File: config.mk
export PLATFORM = sky130hd
export DESIGN_NAME = regfile_sb
export DESIGN_NICKNAME = d
export VERILOG_FILES = /design/src/rtl/regfile_pkg.sv /design/src/rtl/rf_scoreboard.sv /design/src/rtl/regfile_sb.sv
export SDC_FILE = /design/constraint.sdc
export NUM_CORES = 2
export LEC_CHECK = 0
export ABC_AREA = 0
export ABC_CLOCK_PERIOD_IN_PS = 4200
export BUFFER_PORTS_ARGS = -buffer_cell sky130_fd_sc_hd__buf_4
export CAP_MARGIN = 25
export CORE_ASPECT_RATIO = 0.8
export CORE_MARGIN = 2
export CORE_UTILIZATION = 55
export CTS_CLUSTER_DIAMETER = 150
export DETAILED_ROUTE_END_ITERATION = 7
export GPL_TIMING_DRIVEN = 1
export PLACE_DENSITY_LB_ADDON = 0.12
export SLEW_MARGIN = 0
export SYNTH_ARGS = -nofsm -noshare
export SYNTH_HDL_FRONTEND = slang
export SYNTH_SLANG_ARGS = --single-unit
File: constraint.sdc
create_clock -name CLK -period 4.2 [get_ports CLK]
set_clock_uncertainty 0.1 [all_clocks]
set_input_delay 0.21 -clock CLK [delete_from_list [all_inputs] [get_ports CLK]]
set_output_delay 0.21 -clock CLK [all_outputs]
set_load 0.05 [all_outputs]
File: src/rtl/regfile_pkg.sv
// Shared constants and packed-bus slicing helpers for the scoreboarded register file.
package regfile_pkg;

    localparam int DEF_DW   = 32;
    localparam int DEF_AW   = 5;
    localparam int ZERO_REG = 0;

    function automatic int ra_lsb(input int port, input int aw);
        return port * aw;
    endfunction

    function automatic int rd_lsb(input int port, input int dw);
        return port * dw;
    endfunction

endpackage

File: src/rtl/rf_scoreboard.sv
// Per-register busy bits plus a registered popcount of them, for RAW hazard detection.
module rf_scoreboard
    import regfile_pkg::*;
#(
    parameter int AW = DEF_AW
) (
    input  logic                 CLK,
    input  logic                 RST_N,
    input  logic                 IE,
    input  logic [AW-1:0]        IA,
    input  logic                 WE,
    input  logic [AW-1:0]        WA,
    output logic [(1<<AW)-1:0]   BUSY,
    output logic [AW-1:0]        BUSY_CNT
);

    localparam int DEPTH = 1 << AW;

    logic [DEPTH-1:0] busy_q;
    logic [DEPTH-1:0] busy_d;
    logic [AW-1:0]    cnt_q;
    logic [AW-1:0]    cnt_d;
    logic             set_en;
    logic             clr_en;
    logic             inc;
    logic             dec;

    always_comb begin
        set_en = IE && (IA != AW'(ZERO_REG));
        clr_en = WE && (WA != AW'(ZERO_REG));

        // Clear first so a same-cycle issue to the same register wins.
        busy_d = busy_q;
        if (clr_en) busy_d[WA] = 1'b0;
        if (set_en) busy_d[IA] = 1'b1;
        busy_d[0] = 1'b0;

        inc = set_en && !busy_q[IA];
        dec = clr_en && busy_q[WA] && !(set_en && (IA == WA));

        cnt_d = cnt_q;
        if (inc && !dec)      cnt_d = cnt_q + AW'(1);
        else if (dec && !inc) cnt_d = cnt_q - AW'(1);
    end

    always_ff @(posedge CLK or negedge RST_N) begin
        if (!RST_N) begin
            busy_q <= '0;
            cnt_q  <= '0;
        end else begin
            busy_q <= busy_d;
            cnt_q  <= cnt_d;
        end
    end

    assign BUSY     = busy_q;
    assign BUSY_CNT = cnt_q;

endmodule

File: src/rtl/regfile_sb.sv
// Parametrised multi-read-port register file (r0 hardwired to zero) with optional
// writeback bypass and an integrated busy scoreboard.
module regfile_sb
    import regfile_pkg::*;
#(
    parameter int DW     = DEF_DW,
    parameter int AW     = DEF_AW,
    parameter int NR     = 2,
    parameter int BYPASS = 1
) (
    input  logic               CLK,
    input  logic               RST_N,
    input  logic [NR*AW-1:0]   RA,
    output logic [NR*DW-1:0]   RD,
    output logic [NR-1:0]      RBUSY,
    input  logic               WE,
    input  logic [AW-1:0]      WA,
    input  logic [DW-1:0]      WD,
    input  logic               IE,
    input  logic [AW-1:0]      IA,
    output logic [AW-1:0]      BUSY_CNT
);

    localparam int DEPTH = 1 << AW;

    logic [DW-1:0]    mem_q [DEPTH];
    logic [DEPTH-1:0] busy;
    logic             wr_en;

    assign wr_en = WE && (WA != AW'(ZERO_REG));

    // Entry 0 is only ever cleared, so it reads as zero without special-casing storage.
    always_ff @(posedge CLK or negedge RST_N) begin
        if (!RST_N) begin
            for (int i = 0; i < DEPTH; i++) mem_q[i] <= '0;
        end else if (wr_en) begin
            mem_q[WA] <= WD;
        end
    end

    rf_scoreboard #(
        .AW (AW)
    ) u_scoreboard (
        .CLK      (CLK),
        .RST_N    (RST_N),
        .IE       (IE),
        .IA       (IA),
        .WE       (WE),
        .WA       (WA),
        .BUSY     (busy),
        .BUSY_CNT (BUSY_CNT)
    );

    for (genvar gi = 0; gi < NR; gi++) begin : g_rport
        localparam int RA_LO = ra_lsb(gi, AW);
        localparam int RD_LO = rd_lsb(gi, DW);

        logic [AW-1:0] ra;
        logic [DW-1:0] rd;
        logic          rb;

        assign ra = RA[RA_LO +: AW];

        // Reset also masks the bypass path so outputs are zero while RST_N is low.
        always_comb begin
            rd = '0;
            rb = 1'b0;
            if (RST_N && (ra != AW'(ZERO_REG))) begin
                if ((BYPASS != 0) && WE && (WA == ra)) begin
                    rd = WD;
                end else begin
                    rd = mem_q[ra];
                    rb = busy[ra];
                end
            end
        end

        assign RD[RD_LO +: DW] = rd;
        assign RBUSY[gi]       = rb;
    end

endmodule

# Word-level counts from Yosys, hierarchy flattened
# Cells that the tools add are included.
[classes] add_sub_neg=2 n_lt_le_gt_ge=10 eq_ne=3 muxes=33 n_bitwise=6 n_reduce_logical=24
[ops] operator="$bwmux W1024" n=1
[ops] operator="$mux W32" n=11
[ops] operator="$bmux W32 S5" n=2
[ops] operator="$demux W32 S5" n=1
[ops] operator="$and A32 B32 Y32" n=1
[ops] operator="$not A32 Y32" n=1
[ops] operator="$or A32 B32 Y32" n=1
[ops] operator="$lt A5 B6 Y1 const B" n=4
[ops] operator="$bmux W1 S5" n=4
[ops] operator="$reduce_bool A5 Y1" n=4
[ops] operator="$ge A6 B6 Y1 const B" n=3
[ops] operator="$not A5 Y6" n=3
[ops] operator="$eq A5 B5 Y1" n=3
[ops] operator="$logic_and A1 B1 Y1" n=15
[ops] operator="$demux W1 S5" n=2
[ops] operator="$ge A5 B1 Y1 const B" n=2
[ops] operator="$mux W1" n=10
[ops] operator="$mux W5" n=2
[ops] operator="$lt A6 B1 Y1 const B" n=1
[ops] operator="$add A5 B1 Y5 const B" n=1
[ops] operator="$sub A5 B1 Y5 const B" n=1
[ops] operator="$logic_not A1 Y1" n=4
[ops] operator="$reduce_bool A2 Y1" n=1
[word_totals] register_bits=1060 input_bits=56 wordCells=112

# Longest topological paths before layout
[logic_depth] ltp_word=9 mapped_depth=15 mapped_depth_nobuf=13

# By module
# Synthesis repeated with hierarchy kept, for this count alone.
[hier_totals] cells_unflattened=4115 area_unflattened_um2=57715.4
[by_module_without_submodules] mod="regfile_sb" instances=1 cells_per_inst=3890 area_per_inst_um2=55416.9 seq_area_each_um2=25624.6
[by_module_without_submodules] mod="rf_scoreboard" instances=1 cells_per_inst=225 area_per_inst_um2=2298.5 seq_area_each_um2=900.9

# Worst setup path before layout
# Ideal clock, no wire load.
[synth_path] kind="input to output" start="input port RA[0]" end="output port RD[30]" arrival_ns=3.623 required_ns=3.890 setup_slack_ns=0.267 path_stages=7 path_buffers=5 path_cell_list="buf_6 buf_2 buf_4 buf_2 buf_4 a2111oi_0 a2111oi_0"
[synth_between] elab_chain_cells=6 elab_cells_between_ends=10 classes_between="eq/ne: 1; mux: 5; bitwise: 1; reduce/logical: 3"
[synth_lines] item="from (decl)" line="regfile_sb.sv:13" text="input logic [NR*AW-1:0] RA,"
[synth_lines] item="$not A5 Y6 (implied by the code)" line="regfile_sb.sv:72" text="rd = mem_q[ra];"
[synth_lines] item="$bmux W32 S5" line="regfile_sb.sv:72"
[synth_lines] item="$mux W32 (implied by the code) (2 in a row)" line="regfile_sb.sv:72"
[synth_lines] item="$mux W32" line="regfile_sb.sv:69" text="if ((BYPASS != 0) && WE && (WA == ra)) begin"
[synth_lines] item="$mux W32 (*)" line="regfile_sb.sv:68" text="if (RST_N && (ra != AW'(ZERO_REG))) begin"
[synth_lines] item="to (decl)" line="regfile_sb.sv:14" text="output logic [NR*DW-1:0] RD,"
# Mark *: on every way between the ends. The rest lies on a longest branch, timed or not. The select of a mux whose other input is x is not followed.

# Final worst setup path
[layout_path] start="register u_scoreboard.busy_q[31], in the netlist u_scoreboard.BUSY[31]" end="register u_scoreboard.cnt_q[4], in the netlist u_scoreboard.BUSY_CNT[4]"
[layout_between] elab_chain_cells=7 elab_cells_between_ends=14 classes_between="mux: 5; reduce/logical: 9"
[layout_lines] item="from (decl)" line="rf_scoreboard.sv:19" text="logic [DEPTH-1:0] busy_q;"
[layout_lines] item="from (signal assigned)" line="rf_scoreboard.sv:51" text="busy_q <= busy_d;"
[layout_lines] item="$bmux W1 S5 (on tied branches)" line="rf_scoreboard.sv:39, rf_scoreboard.sv:38"
[layout_lines] item="$mux W1 (on tied branches)" line="rf_scoreboard.sv:39, rf_scoreboard.sv:38"
[layout_lines] item="$logic_and A1 B1 Y1 / $logic_not A1 Y1 (equally long branches)" line="rf_scoreboard.sv:39, rf_scoreboard.sv:38"
[layout_lines] item="$logic_and A1 B1 Y1 (on tied branches)" line="rf_scoreboard.sv:39, rf_scoreboard.sv:38"
[layout_lines] item="$logic_not A1 Y1 (on tied branches)" line="rf_scoreboard.sv:42, rf_scoreboard.sv:43"
[layout_lines] item="$logic_and A1 B1 Y1 (on tied branches)" line="rf_scoreboard.sv:42, rf_scoreboard.sv:43"
[layout_lines] item="$mux W5 / $reduce_bool A2 Y1 (equally long branches)"
[layout_lines] item="to (signal assigned)" line="rf_scoreboard.sv:52" text="cnt_q <= cnt_d;"
[layout_lines] item="to (decl)" line="rf_scoreboard.sv:21" text="logic [AW-1:0] cnt_q;"
# Several ways; a longest one is shown, not always the timed one. The select of a mux whose other input is x is not followed.
# A chain may end at the register's enable or synchronous reset.

==> flow_summary.json <==
{
  "drive_above_1_share_pct": 48.9,
  "slowest_stage": "mux4_2",
  "max_freq_mhz": 282,
  "required_ns": 4.73,
  "cp_top_family": "multiplexers",
  "crit_type": "flip-flop to flip-flop",
  "finalMaxSlewViolations": 0,
  "power_density_nw_per_um2": 476,
  "cp-startpoint": "u_scoreboard.BUSY[31]$_DFF_PN0_",
  "r2r-start": "u_scoreboard.BUSY[31]$_DFF_PN0_",
  "cp-start-kind": "flip-flop",
  "drtIter0Drc": 3516,
  "antenna_found_initial": 2,
  "critical-path-max-stage-delay_ns": 0.51,
  "layout.cells.non_filler": 5364,
  "worstSetupEndpoint": "u_scoreboard.BUSY_CNT[4]$_DFFE_PN0P_",
  "synth_edf_count": 0,
  "ys_seq_elements": 1060,
  "ys_types": 60,
  "regArea_sq_um": 26500,
  "post_cts_buffers": 0,
  "routed_wl_um": 180000,
  "finalSetupViolations": 0,
  "area_growth_pct": 10.5,
  "finalSetupTns_ns": 0,
  "min_period_ns": 3.55,
  "synth_top_flop_cell": "dfrtp_1",
  "drc": 0,
  "worst_slew_pin_slew_ns": 1.13,
  "gp_congestion": 0.858,
  "insertion_delay_ns": 0.73,
  "synth-async-reset-ratio_pct": 100,
  "cp.depth": 11,
  "seq_area_frac_synth_pct": 45.6,
  "rsz0062_at_grt": "no",
  "cts_buffer_depth": 3,
  "cts_made_buffers": 110,
  "worst-path-max-fanout": 5,
  "post-synth-top-count-cell": "dfrtp_1",
  "endpoint_kind": "flip-flop",
  "dr.pass1.iters": 7,
  "syn_nets": 3999,
  "cap_violations": 0,
  "ios": 127,
  "fillCellCount": 7677,
  "cts.sinks": 1060,
  "grt_overflow": 0,
  "antenna_left": 0,
  "numPortBuffers": 126,
  "fp.coreArea_sq_um": 105000,
  "die_x_um": 368,
  "place_inst": 5115,
  "hold_violations": 0,
  "cts_tree": "yes",
  "dieArea_sq_um": 108000,
  "grt_pass1_vias": 39600,
  "yosysTopAreaCellShare_pct": 45.6,
  "rows": 106,
  "diodes": 0,
  "synthCells": 3937,
  "outcome": "completed",
  "routed_via_density": 7.06,
  "slew_headroom_pct": 24.1,
  "r2r_cells": 11,
  "critPathBufInv": 1,
  "holdBufCountCts": 46,
  "multiInputGateArea_sq_um": 29500,
  "grt_first_pass_wirelength_um": 268000,
  "worstPathCellList": "mux4_2 -> mux4_2 -> a211oi_1 -> ha_1 -> inv_1 -> ha_1 -> nor2b_1 -> o21a_1 -> or3_1 -> a21oi_1 -> xor2_1",
  "cts_max_level": 3,
  "nets": 3936,
  "ff2ff_setup_slack_ns": 0.65,
  "cts_root_buf": "clkbuf_16",
  "final.period_utilization_pct": 84.5,
  "die_h_um": 295,
  "grt_max_degree": 177,
  "hp-class": "input pin to async pin",
  "yosys_warnings": 0,
  "ctsResizeCount": 0,
  "clkSlewWorstSetupHoldPaths_ns": 0.07,
  "timing.rr.end": "u_scoreboard.BUSY_CNT[4]$_DFFE_PN0P_",
  "cp.arrival_ns": 4.07,
  "initial_core_util_pct": 55.6,
  "post_drt_wl_per_cell_um": 33.5,
  "vias": 37900,
  "synth_top_area_cell": "dfrtp_1",
  "syn_avg_cell_area_sq_um": 14.8,
  "synth.cell_area_sq_um": 58200,
  "dp_hpwl_um": 103000,
  "synth_common_cells": "dfrtp_1, mux2_2, mux4_2",
  "ir_drop_mv": 0.338,
  "synth_area_leaders": "dfrtp_1, mux2_2, mux4_2",
  "grt_usage_pct": 33.5,
  "p_leak_nw": 28.1
}
-- sequential cells by signal (all words and copies together) (netlist names) --
| signal | count |
|---|---|
| mem_q | 1024 |
| u_scoreboard.BUSY_CNT | 5 |
| u_scoreboard.BUSY | 31 |
-- report_power, final --
| part | total, W | switching (W) | internal, W |
|---|---|---|---|
| registers | 0.0137 | 0.00151 | 0.0122 |
| clock network | 0.0102 | 0.00422 | 0.00602 |
| logic | 0.00670 | 0.00287 | 0.00383 |
| total | 0.0306 | 0.00861 | 0.0220 |
-- worst register-to-register path, stage by stage (launching register included) --
cell,delay [ns]
dfrtp_1,0.41
mux4_2,0.49
mux4_2,0.51
a211oi_1,0.26
ha_1,0.28
inv_1,0.12
ha_1,0.30
nor2b_1,0.14
o21a_1,0.18
or3_1,0.30
a21oi_1,0.20
xor2_1,0.16
-- placed cells by master (no fill, tap or decap), drive strengths merged, types with 37 or more instances in the layout --
cell type / n
a22o: 43
mux2i: 225
clkbuf: 160
dlygate4sd3: 45
o21ai: 41
mux4: 485
a211oi: 92
nand2: 91
buf: 238
a221oi: 62
mux2: 1011
dfrtp: 1060
nor2b: 37
-- routing by layer --
| layer | up-vias | track usage (%) | wire, um |
|---|---|---|---|
| met3 | 422 | 6.63 | 15100 |
| met5 | - | 0 | 7 |
| met4 | 2 | 12.3 | 7100 |
| met1 | 20400 | 46.8 | 73500 |
| li1 | 15200 | - | - |
| met2 | 1861 | 52.6 | 83900 |
-- worst min path at each step --
stage | to | cells after the start | slack (ns) | startpoint
after floorplan | mem_q[0]$_DFFE_PN0P_ | 0 | -0.19 | RST_N
after global placement | u_scoreboard.BUSY[16]$_DFF_PN0_ | 1 | 0.07 | RST_N
after detailed placement | u_scoreboard.BUSY[19]$_DFF_PN0_ | 1 | 0.08 | RST_N
after CTS | u_scoreboard.BUSY[13]$_DFF_PN0_ | 5 | 0.04 | WA[3]
after global routing | mem_q[448]$_DFFE_PN0P_ | 3 | 0.05 | RST_N
final | mem_q[448]$_DFFE_PN0P_ | 3 | 0.06 | RST_N
-- area by class of cell --
| cell class | instances | area share [%] |
|---|---|---|
| Multi-Input combinational cell | 2406 | 45.8 |
| Clock buffer | 160 | 5.06 |
| Inverter | 13 | 0.0759 |
| Timing Repair Buffer | 283 | 4.29 |
| Sequential cell | 1060 | 41.2 |
| Clock inverter | 38 | 0.766 |
| Tap cell | 1404 | 2.73 |
-- per-stage QoR --
step                power (W)  instance area, sq um  setup slack [ns]  hold slack [ns]  utilization (%)
floorplan              0.0184                 58200             0.267           -0.186                -
global route           0.0319                 64300             0.500           0.0474             61.5
finish                 0.0306                 64300             0.653           0.0608             61.5
global placement       0.0200                 59900             0.522           0.0673             57.3
detailed placement     0.0204                 60000             0.613           0.0774             57.3
CTS                    0.0307                 64200             0.699           0.0392             61.3
-- kinds of logic after synthesis --
kind of cell	synth area share, %
flip-flops	45.6
AO/OA/AOI/OAI	5.70
adder cells (fa/ha/maj)	0.142
XOR/XNOR	0.286
AND/OR/NAND/NOR	1.88
buffers and inverters	4.12
multiplexers	42.3
Power figures use the tool's default switching activity.
